===== src/rtl/shared_mult_ctrl.sv =====
// rtl/shared_mult_ctrl.sv - round-robin time-shared shift-add multiplier for two requesters.
// Optional SHARED_MULT_SAT_EN clamps result_o to 2^WIDTH-1 (LED-display mode).
module shared_mult_ctrl #(
  parameter int WIDTH = 8
) (
  input  logic               clk,
  input  logic               rst_n,
  input  logic [1:0]         req_i,
  input  logic [WIDTH-1:0]   opa0_i,
  input  logic [WIDTH-1:0]   opb0_i,
  input  logic [WIDTH-1:0]   opa1_i,
  input  logic [WIDTH-1:0]   opb1_i,
  output logic [1:0]         gnt_o,
  output logic [1:0]         done_o,
  output logic [2*WIDTH-1:0] result_o,
  output logic               busy_o
);

  localparam int CW = $clog2(WIDTH);

  typedef enum logic [1:0] {IDLE, CALC, DONE} state_t;

  state_t             state_q, state_d;
  logic [1:0]         gnt_q, gnt_d;
  logic [1:0]         done_q, done_d;
  logic [2*WIDTH-1:0] result_q, result_d;
  logic               busy_q, busy_d;
  logic [2*WIDTH-1:0] acc_q, acc_d;
  logic [2*WIDTH-1:0] mcand_q, mcand_d;
  logic [WIDTH-1:0]   mplier_q, mplier_d;
  logic [CW-1:0]      cnt_q, cnt_d;
  logic               last_q, last_d;
  logic               win_q, win_d;

  logic [2*WIDTH-1:0] acc_sum;
  logic               winner;

  function automatic logic [2*WIDTH-1:0] shape(input logic [2*WIDTH-1:0] p);
`ifdef SHARED_MULT_SAT_EN
    if (p[2*WIDTH-1:WIDTH] != '0) begin
      return {{WIDTH{1'b0}}, {WIDTH{1'b1}}};
    end
    return p;
`else
    return p;
`endif
  endfunction

  always_comb begin
    state_d  = state_q;
    gnt_d    = 2'b00;
    done_d   = 2'b00;
    result_d = result_q;
    busy_d   = busy_q;
    acc_d    = acc_q;
    mcand_d  = mcand_q;
    mplier_d = mplier_q;
    cnt_d    = cnt_q;
    last_d   = last_q;
    win_d    = win_q;

    acc_sum = acc_q + (mplier_q[0] ? mcand_q : '0);
    // with both requesting, the one not served last wins
    winner  = req_i[1] & (~req_i[0] | ~last_q);

    case (state_q)
      CALC: begin
        busy_d   = 1'b1;
        acc_d    = acc_sum;
        mcand_d  = mcand_q << 1;
        mplier_d = mplier_q >> 1;
        cnt_d    = cnt_q + CW'(1);
        if (cnt_q == CW'(WIDTH - 1)) begin
          state_d  = DONE;
          done_d   = win_q ? 2'b10 : 2'b01;
          result_d = shape(acc_sum);
        end
      end
      default: begin
        // IDLE and DONE both arbitrate, so back-to-back jobs lose no cycle
        state_d = IDLE;
        busy_d  = 1'b0;
        if (req_i != 2'b00) begin
          state_d  = CALC;
          busy_d   = 1'b1;
          win_d    = winner;
          last_d   = winner;
          gnt_d    = winner ? 2'b10 : 2'b01;
          acc_d    = '0;
          mcand_d  = {{WIDTH{1'b0}}, (winner ? opa1_i : opa0_i)};
          mplier_d = winner ? opb1_i : opb0_i;
          cnt_d    = '0;
        end
      end
    endcase
  end

  always_ff @(posedge clk or negedge rst_n) begin
    if (!rst_n) begin
      state_q  <= IDLE;
      gnt_q    <= 2'b00;
      done_q   <= 2'b00;
      result_q <= '0;
      busy_q   <= 1'b0;
      acc_q    <= '0;
      mcand_q  <= '0;
      mplier_q <= '0;
      cnt_q    <= '0;
      last_q   <= 1'b1;
      win_q    <= 1'b0;
    end else begin
      state_q  <= state_d;
      gnt_q    <= gnt_d;
      done_q   <= done_d;
      result_q <= result_d;
      busy_q   <= busy_d;
      acc_q    <= acc_d;
      mcand_q  <= mcand_d;
      mplier_q <= mplier_d;
      cnt_q    <= cnt_d;
      last_q   <= last_d;
      win_q    <= win_d;
    end
  end

  assign gnt_o    = gnt_q;
  assign done_o   = done_q;
  assign result_o = result_q;
  assign busy_o   = busy_q;

endmodule


===== config.mk =====
export PLATFORM = sky130hd
export DESIGN_NAME = shared_mult_ctrl
export DESIGN_NICKNAME = d
export VERILOG_FILES = /design/src/rtl/shared_mult_ctrl.sv
export SDC_FILE = /design/constraint.sdc
export NUM_CORES = 1
export LEC_CHECK = 0
export ABC_AREA = 1
export CORE_MARGIN = 2
export CORE_UTILIZATION = 35
export DETAILED_ROUTE_END_ITERATION = 8
export PLACE_DENSITY = 0.53
export SETUP_SLACK_MARGIN = 0.5
export SYNTH_ARGS = -nofsm -noshare
export SYNTH_HDL_FRONTEND = slang
export SYNTH_SLANG_ARGS = --single-unit

===== constraint.sdc =====
create_clock -name clk -period 5.22 [get_ports clk]
set_input_delay 0.522 -clock clk [delete_from_list [all_inputs] [get_ports clk]]
set_output_delay 0.522 -clock clk [all_outputs]
set_load 0.005 [all_outputs]

==> impl_metrics.env, run 1 <==
export IMPL_leakage_nw=2.45
export IMPL_cp_cell_sequence="nand2_1 > inv_1 > ha_1 > fa_1 > nand2_1 > nand2_1 > nand3b_1 > nand2_1 > nand2_1 > nand3_1 > nand3_1 > nand2_1"
export IMPL_gp_congestion=0.893
export IMPL_power_density_nw_per_um2=507
export IMPL_synth_cells=495
export IMPL_grt_start_max_net_pins=69
export IMPL_rows=38
export IMPL_yosys_register_bits=68
export IMPL_netlist_area_um2=3840
export IMPL_worst_pin_slew_ns=0.849
export IMPL_seq_area_frac_synth_pct=44.3
export IMPL_met1_length_um=4330
export IMPL_drive_gt1_share_pct=9.40
export IMPL_htree_levels=3
export IMPL_n_antenna_cell=0
export IMPL_fmax_mhz=447
export IMPL_regToRegSetupSlack_ns=2.98
export IMPL_slew_violations=0
export IMPL_clock_skew_ns=0.00665
export IMPL_antenna_found_initial=0
export IMPL_crit_path_start_kind="flip-flop"
export IMPL_wl_met3_um=390
export IMPL_timing_rr_start="mplier_q[0]"
export IMPL_synth_nets=549
export IMPL_slowest_delay_ns=0.58
export IMPL_die_h_um=109
export IMPL_finalHoldViolCount=0
export IMPL_dpl_cell_count=677
export IMPL_cap_violations=0
export IMPL_instances_no_fill=693
export IMPL_grt_pass1_vias=3383
export IMPL_wl_um=8950
export IMPL_final_cell_mix="nand2_1, dfrtp_1, inv_1"
export IMPL_die_w_um=109
export IMPL_detail_route_antenna_nets=0
export IMPL_hp_class="in2async"
export IMPL_hpwl_um=6440
export IMPL_routed_via_density=4.67
export IMPL_ys_warn_count=0
export IMPL_yosysTopAreaCell="dfrtp_1"
export IMPL_first_pass_iters=4
export IMPL_worstPathRequired_ns=5.46
export IMPL_total_power_mw=2.39
export IMPL_dr_first_iter_drc_count=129
export IMPL_core_area_um2=10800
export IMPL_root_buffer="clkbuf_8"
export IMPL_r2r_end="acc_q[14]"
export IMPL_die_area_um2=11800
export IMPL_clk_latency_ns=0.35
export IMPL_timing_critical_path_mode_cell="nand2_1"
export IMPL_top_layer_used="met4"
export IMPL_syn_avg_cell_area_um2=7.77
export IMPL_final_setup_tns_ns=0
export IMPL_route_vias_total=3233
export IMPL_synth_distinct_cells=37
export IMPL_cts_tree="built"
export IMPL_rsz0062_at_grt="false"
export IMPL_post_cts_buffers=0
export IMPL_wl_per_cell_um=12.9
export IMPL_io_buffers=56
export IMPL_cts_max_path_buffers=2
export IMPL_track_usage_pct=17.2
export IMPL_status="finished, final reports clean"
export IMPL_synth_top_area_share_pct=43.6
export IMPL_grt_pass1_wl_um=15800
export IMPL_max_slew_margin_rel_pct=43.4
export IMPL_clock_sink_count=68
export IMPL_final_common_cell="nand2_1"
export IMPL_cp_arrival_ns=2.48
export IMPL_cts_clk_slew_worst_paths_ns=0.08
export IMPL_end_kind="flip-flop"
export IMPL_wl_met2_um=4090
export IMPL_startpoint="mplier_q[0]"
export IMPL_nets=602
export IMPL_overflow=0
export IMPL_synth_area_leaders="dfrtp_1, nand2_1, inv_1, ha_1, o21ai_0"
export IMPL_cts_resized=0
export IMPL_drc=0
export IMPL_path_class="reg2reg"
export IMPL_final_min_clock_period_ns=2.24
export IMPL_hold_buffers=0
export IMPL_ios=57
export IMPL_start_util_pct=35.6
export IMPL_setup_viol=0
export IMPL_post_route_period_util_pct=42.8
export IMPL_r2r_cells=12
export IMPL_crit_fanout=17
export IMPL_area_growth_pct=22.6
export IMPL_ir_drop_mv=0.196
export IMPL_critPathSlowestCell="dfrtp_1"
export IMPL_cts_made_buffers=9
## report_power, final
| part | leakage (nW) | switching (mW) | internal, mW |
|---|---|---|---|
| logic | 1.47 | 0.601 | 0.432 |
| registers | 0.873 | 0.130 | 0.741 |
| clock network | 0.102 | 0.219 | 0.269 |
| total | 2.45 | 0.950 | 1.44 |
## critical path, delay by kind of cell (launching register included)
family	cells	cell delay [ns]
buffers and inverters	1	0.05
DFF	1	0.58
adders and majority gates	2	0.60
and+or+nand+nor	9	0.88
## synth_stat cells, drive strengths merged
| master | instances |
|---|---|
| nor3 | 4 |
| o22ai | 8 |
| a22o | 2 |
| nor2 | 34 |
| o221ai | 2 |
| fa | 1 |
| buf | 12 |
| o211ai | 12 |
| ha | 17 |
| a21oi | 8 |
| nand2 | 182 |
| nand3 | 27 |
| and2 | 1 |
| clkbuf | 4 |
| o21ai | 30 |
| xor2 | 4 |
| inv | 68 |
| nand4 | 1 |
| dfstp | 1 |
| nand3b | 4 |
| xnor2 | 1 |
| dfrtp | 67 |
| or2 | 5 |
## layer usage
layer	track usage, %	vias to the layer above
met5	0	-
met4	7.42	0
met3	3.71	15
met2	27.8	61
met1	22.3	1490
li1	-	1667
## state kept, by name, summed over array words and instances (netlist names)
signal and count:
busy_o 1, mcand_q 16, mplier_q 8, state_q 2, acc_q 16, done_o 2
win_q 1, gnt_o 2, last_q 1, cnt_q 3, result_o 16
## cell families (layout without fill, tap and decap cells)
kind of cell | after synthesis | count (layout) | synth area share [%]
flops | 68 | 68 | 44.3
buf+inv | 84 | 142 | 9.01
compound gates | 62 | 62 | 9.80
simple gates | 258 | 258 | 29.5
xor+xnor | 5 | 5 | 1.33
fa+ha+maj | 18 | 18 | 6.05
## worst max-delay path by stage
stage,end,slack (ns),depth (start not counted)
2_1_floorplan,acc_q[8],3.14,14
5_1_grt,acc_q[14],2.73,12
4_1_cts,acc_q[14],2.96,12
6_report,acc_q[14],2.98,12
3_5_place_dp,mcand_q[2],2.93,6
3_3_place_gp,mplier_q[2],2.97,6
## layout make-up
type / count / area (um^2)
repair buffers: 58 / 571
clock inverters: 6 / 88.8
fillers: 1117 / 6080
clock buffers: 10 / 128
multi-input cells: 343 / 1800
well taps: 140 / 175
flip-flops and latches: 68 / 1700
inverters: 68 / 255
## through the flow
| step | setup WS [ns] | cell area (um^2) | hold WS [ns] | util (%) |
|---|---|---|---|---|
| 3_5_place_dp | 2.93 | 4500 | 0.420 | 41.7 |
| 3_3_place_gp | 2.97 | 4500 | 0.422 | 41.7 |
| 2_1_floorplan | 3.14 | 3840 | 0.226 | - |
| 5_1_grt | 2.73 | 4720 | 0.440 | 43.7 |
| 4_1_cts | 2.96 | 4720 | 0.397 | 43.7 |
| 6_report | 2.98 | 4720 | 0.365 | 43.7 |
Note: power is estimated with default switching activity, not from simulation.
==> run 2: changes to the inputs <==
- PLACE_DENSITY: 0.53 -> 0.55
- clock period: 5.22 -> 1.85 ns (I/O delays scaled with it)
==> impl_metrics.env, run 2 (same netlist as run 1, synthesis figures left out) <==
export IMPL_status="finished, violations left"
export IMPL_violations="setup timing"
export IMPL_r2r_cells=11
export IMPL_area_growth_pct=43.7
export IMPL_route_vias_total=3417
export IMPL_end_kind="flip-flop"
export IMPL_power_density_nw_per_um2=1430
export IMPL_timing_critical_path_mode_cell="nand2_2"
export IMPL_antenna_found_initial=0
export IMPL_wl_per_cell_um=13.7
export IMPL_clock_skew_ns=0.0124
export IMPL_hpwl_um=6850
export IMPL_final_cell_area_um2=5530
export IMPL_path_class="reg2reg"
export IMPL_grt_pass1_wl_um=16100
export IMPL_rsz0062_at_grt="true"
export IMPL_drive_gt1_share_pct=25.4
export IMPL_final_min_clock_period_ns=1.90
export IMPL_start_util_pct=35.6
export IMPL_die_w_um=109
export IMPL_gp_congestion=0.829
export IMPL_dr_first_iter_drc_count=122
export IMPL_cp_arrival_ns=2.15
export IMPL_n_antenna_cell=0
export IMPL_hp_class="in2async"
export IMPL_final_cell_mix="nand2_1, dfrtp_1, inv_1"
export IMPL_fmax_mhz=527
export IMPL_wl_um=10100
export IMPL_rows=38
export IMPL_overflow=0
export IMPL_cts_tree="built"
export IMPL_slowest_delay_ns=0.45
export IMPL_finalHoldViolCount=0
export IMPL_cts_max_path_buffers=2
export IMPL_io_buffers=56
export IMPL_routed_via_density=4.63
export IMPL_post_route_period_util_pct=103
export IMPL_timing_rr_start="mplier_q[0]"
export IMPL_htree_levels=3
export IMPL_crit_fanout=6
export IMPL_ios=57
export IMPL_critPathSlowestCell="dfrtp_2"
export IMPL_max_slew_margin_rel_pct=74.2
export IMPL_detail_route_antenna_nets=0
export IMPL_core_area_um2=10800
export IMPL_drc=0
export IMPL_cts_made_buffers=9
export IMPL_track_usage_pct=17.7
export IMPL_leakage_nw=2.83
export IMPL_setup_viol=7
export IMPL_cp_cell_sequence="nand2_2 > inv_2 > ha_4 > fa_2 > nand2_2 > nand2_2 > nand3b_1 > nand2_2 > or2_1 > nand3_1 > nand2_1"
export IMPL_cts_clk_slew_worst_paths_ns=0.08
export IMPL_placed_area_um2=4810
export IMPL_setup_slack_ns=-0.0488
export IMPL_die_area_um2=11800
export IMPL_crit_path_start_kind="flip-flop"
export IMPL_nets=647
export IMPL_worstPathRequired_ns=2.10
export IMPL_nFillCells=1052
export IMPL_slew_violations=0
export IMPL_clock_sink_count=68
export IMPL_grt_start_max_net_pins=69
export IMPL_worst_pin_slew_ns=0.387
export IMPL_first_pass_iters=4
export IMPL_whs_ns=0.344
export IMPL_root_buffer="clkbuf_8"
export IMPL_die_h_um=109
export IMPL_clk_latency_ns=0.36
export IMPL_grt_pass1_vias=3391
export IMPL_ir_drop_mv=0.753
export IMPL_r2r_end="acc_q[6]"
export IMPL_regToRegSetupSlack_ns=-0.05
export IMPL_instances_no_fill=738
export IMPL_cap_violations=0
export IMPL_dpl_cell_count=694
export IMPL_final_common_cell="nand2_1"
run 2: cell count changes in the layout (fill, tap and decap cells not counted), sizes merged:
cell,delta
dlygate4sd2,+21
clkinv,+2
dlygate4sd3,+1
clkbuf,+2
buf,+41
bufinv,-1
clkdlybuf4s50,-21
run 2: stage by stage:
step                power, mW  utilization [%]  worst slack (ns)  TNS (ns)
finish                   7.90             51.2           -0.0488    -0.187
detailed placement       5.92             44.6            -0.103    -0.737
floorplan                4.73                -           -0.0908    -0.591
global placement         5.85             44.6           -0.0691    -0.380
global route             8.55             51.2            -0.190     -2.30
CTS                      7.45             48.2           -0.0621    -0.397
run 2: area by class of cell:
cell class | count | area (um^2) | share of cell area (%)
Sequential cell | 68 | 1700 | 30.8
Timing Repair Buffer | 103 | 1060 | 19.1
Multi-Input combinational cell | 343 | 2120 | 38.3
Tap cell | 140 | 175 | 3.17
Inverter | 68 | 273 | 4.94
Clock inverter | 7 | 76.3 | 1.38
Clock buffer | 9 | 124 | 2.24
run 2: what timing repair did:
| item | CTS | global route |
|---|---|---|
| pin swaps | 12 | 26 |
| resized for setup | 46 | 50 |
| hold buffers | 1 | 0 |
| setup endpoints to repair | 81 | 54 |
| endpoints found under the hold margin | 67 | 0 |
| gates cloned | 0 | 3 |
| buffers inserted | 14 | 10 |
run 2: metal layers:
metal	global-route usage (%)	vias to the layer above	wire length [um]
met5	0	-	0
met4	4.76	0	96
met3	4.00	11	293
met2	28.3	47	4740
met1	24.2	1603	4970
li1	-	1756	-
run 2: critical path: cells and delay by family, from the launching register on:
kind | cells | cell delay (ns)
DFF | 1 | 0.45
and+or+nand+nor | 8 | 0.81
adders and majority gates | 2 | 0.49
buffers and inverters | 1 | 0.04
run 2: worst max-delay path by stage:
stage | from | to | slack, ns | depth (start not counted)
3_3_place_gp | mplier_q[0] | result_o[10] | -0.07 | 12
2_1_floorplan | mplier_q[0] | acc_q[8] | -0.09 | 14
4_1_cts | mplier_q[0] | acc_q[6] | -0.06 | 11
3_5_place_dp | mplier_q[0] | result_o[10] | -0.10 | 12
5_1_grt | mplier_q[0] | result_o[10] | -0.19 | 12
6_report | mplier_q[0] | acc_q[6] | -0.05 | 11
run 2: report_power, final:
group / internal (mW) / switching (mW)
sequential: 2.09 / 0.404
clock: 0.629 / 0.651
combinational: 2.03 / 2.10
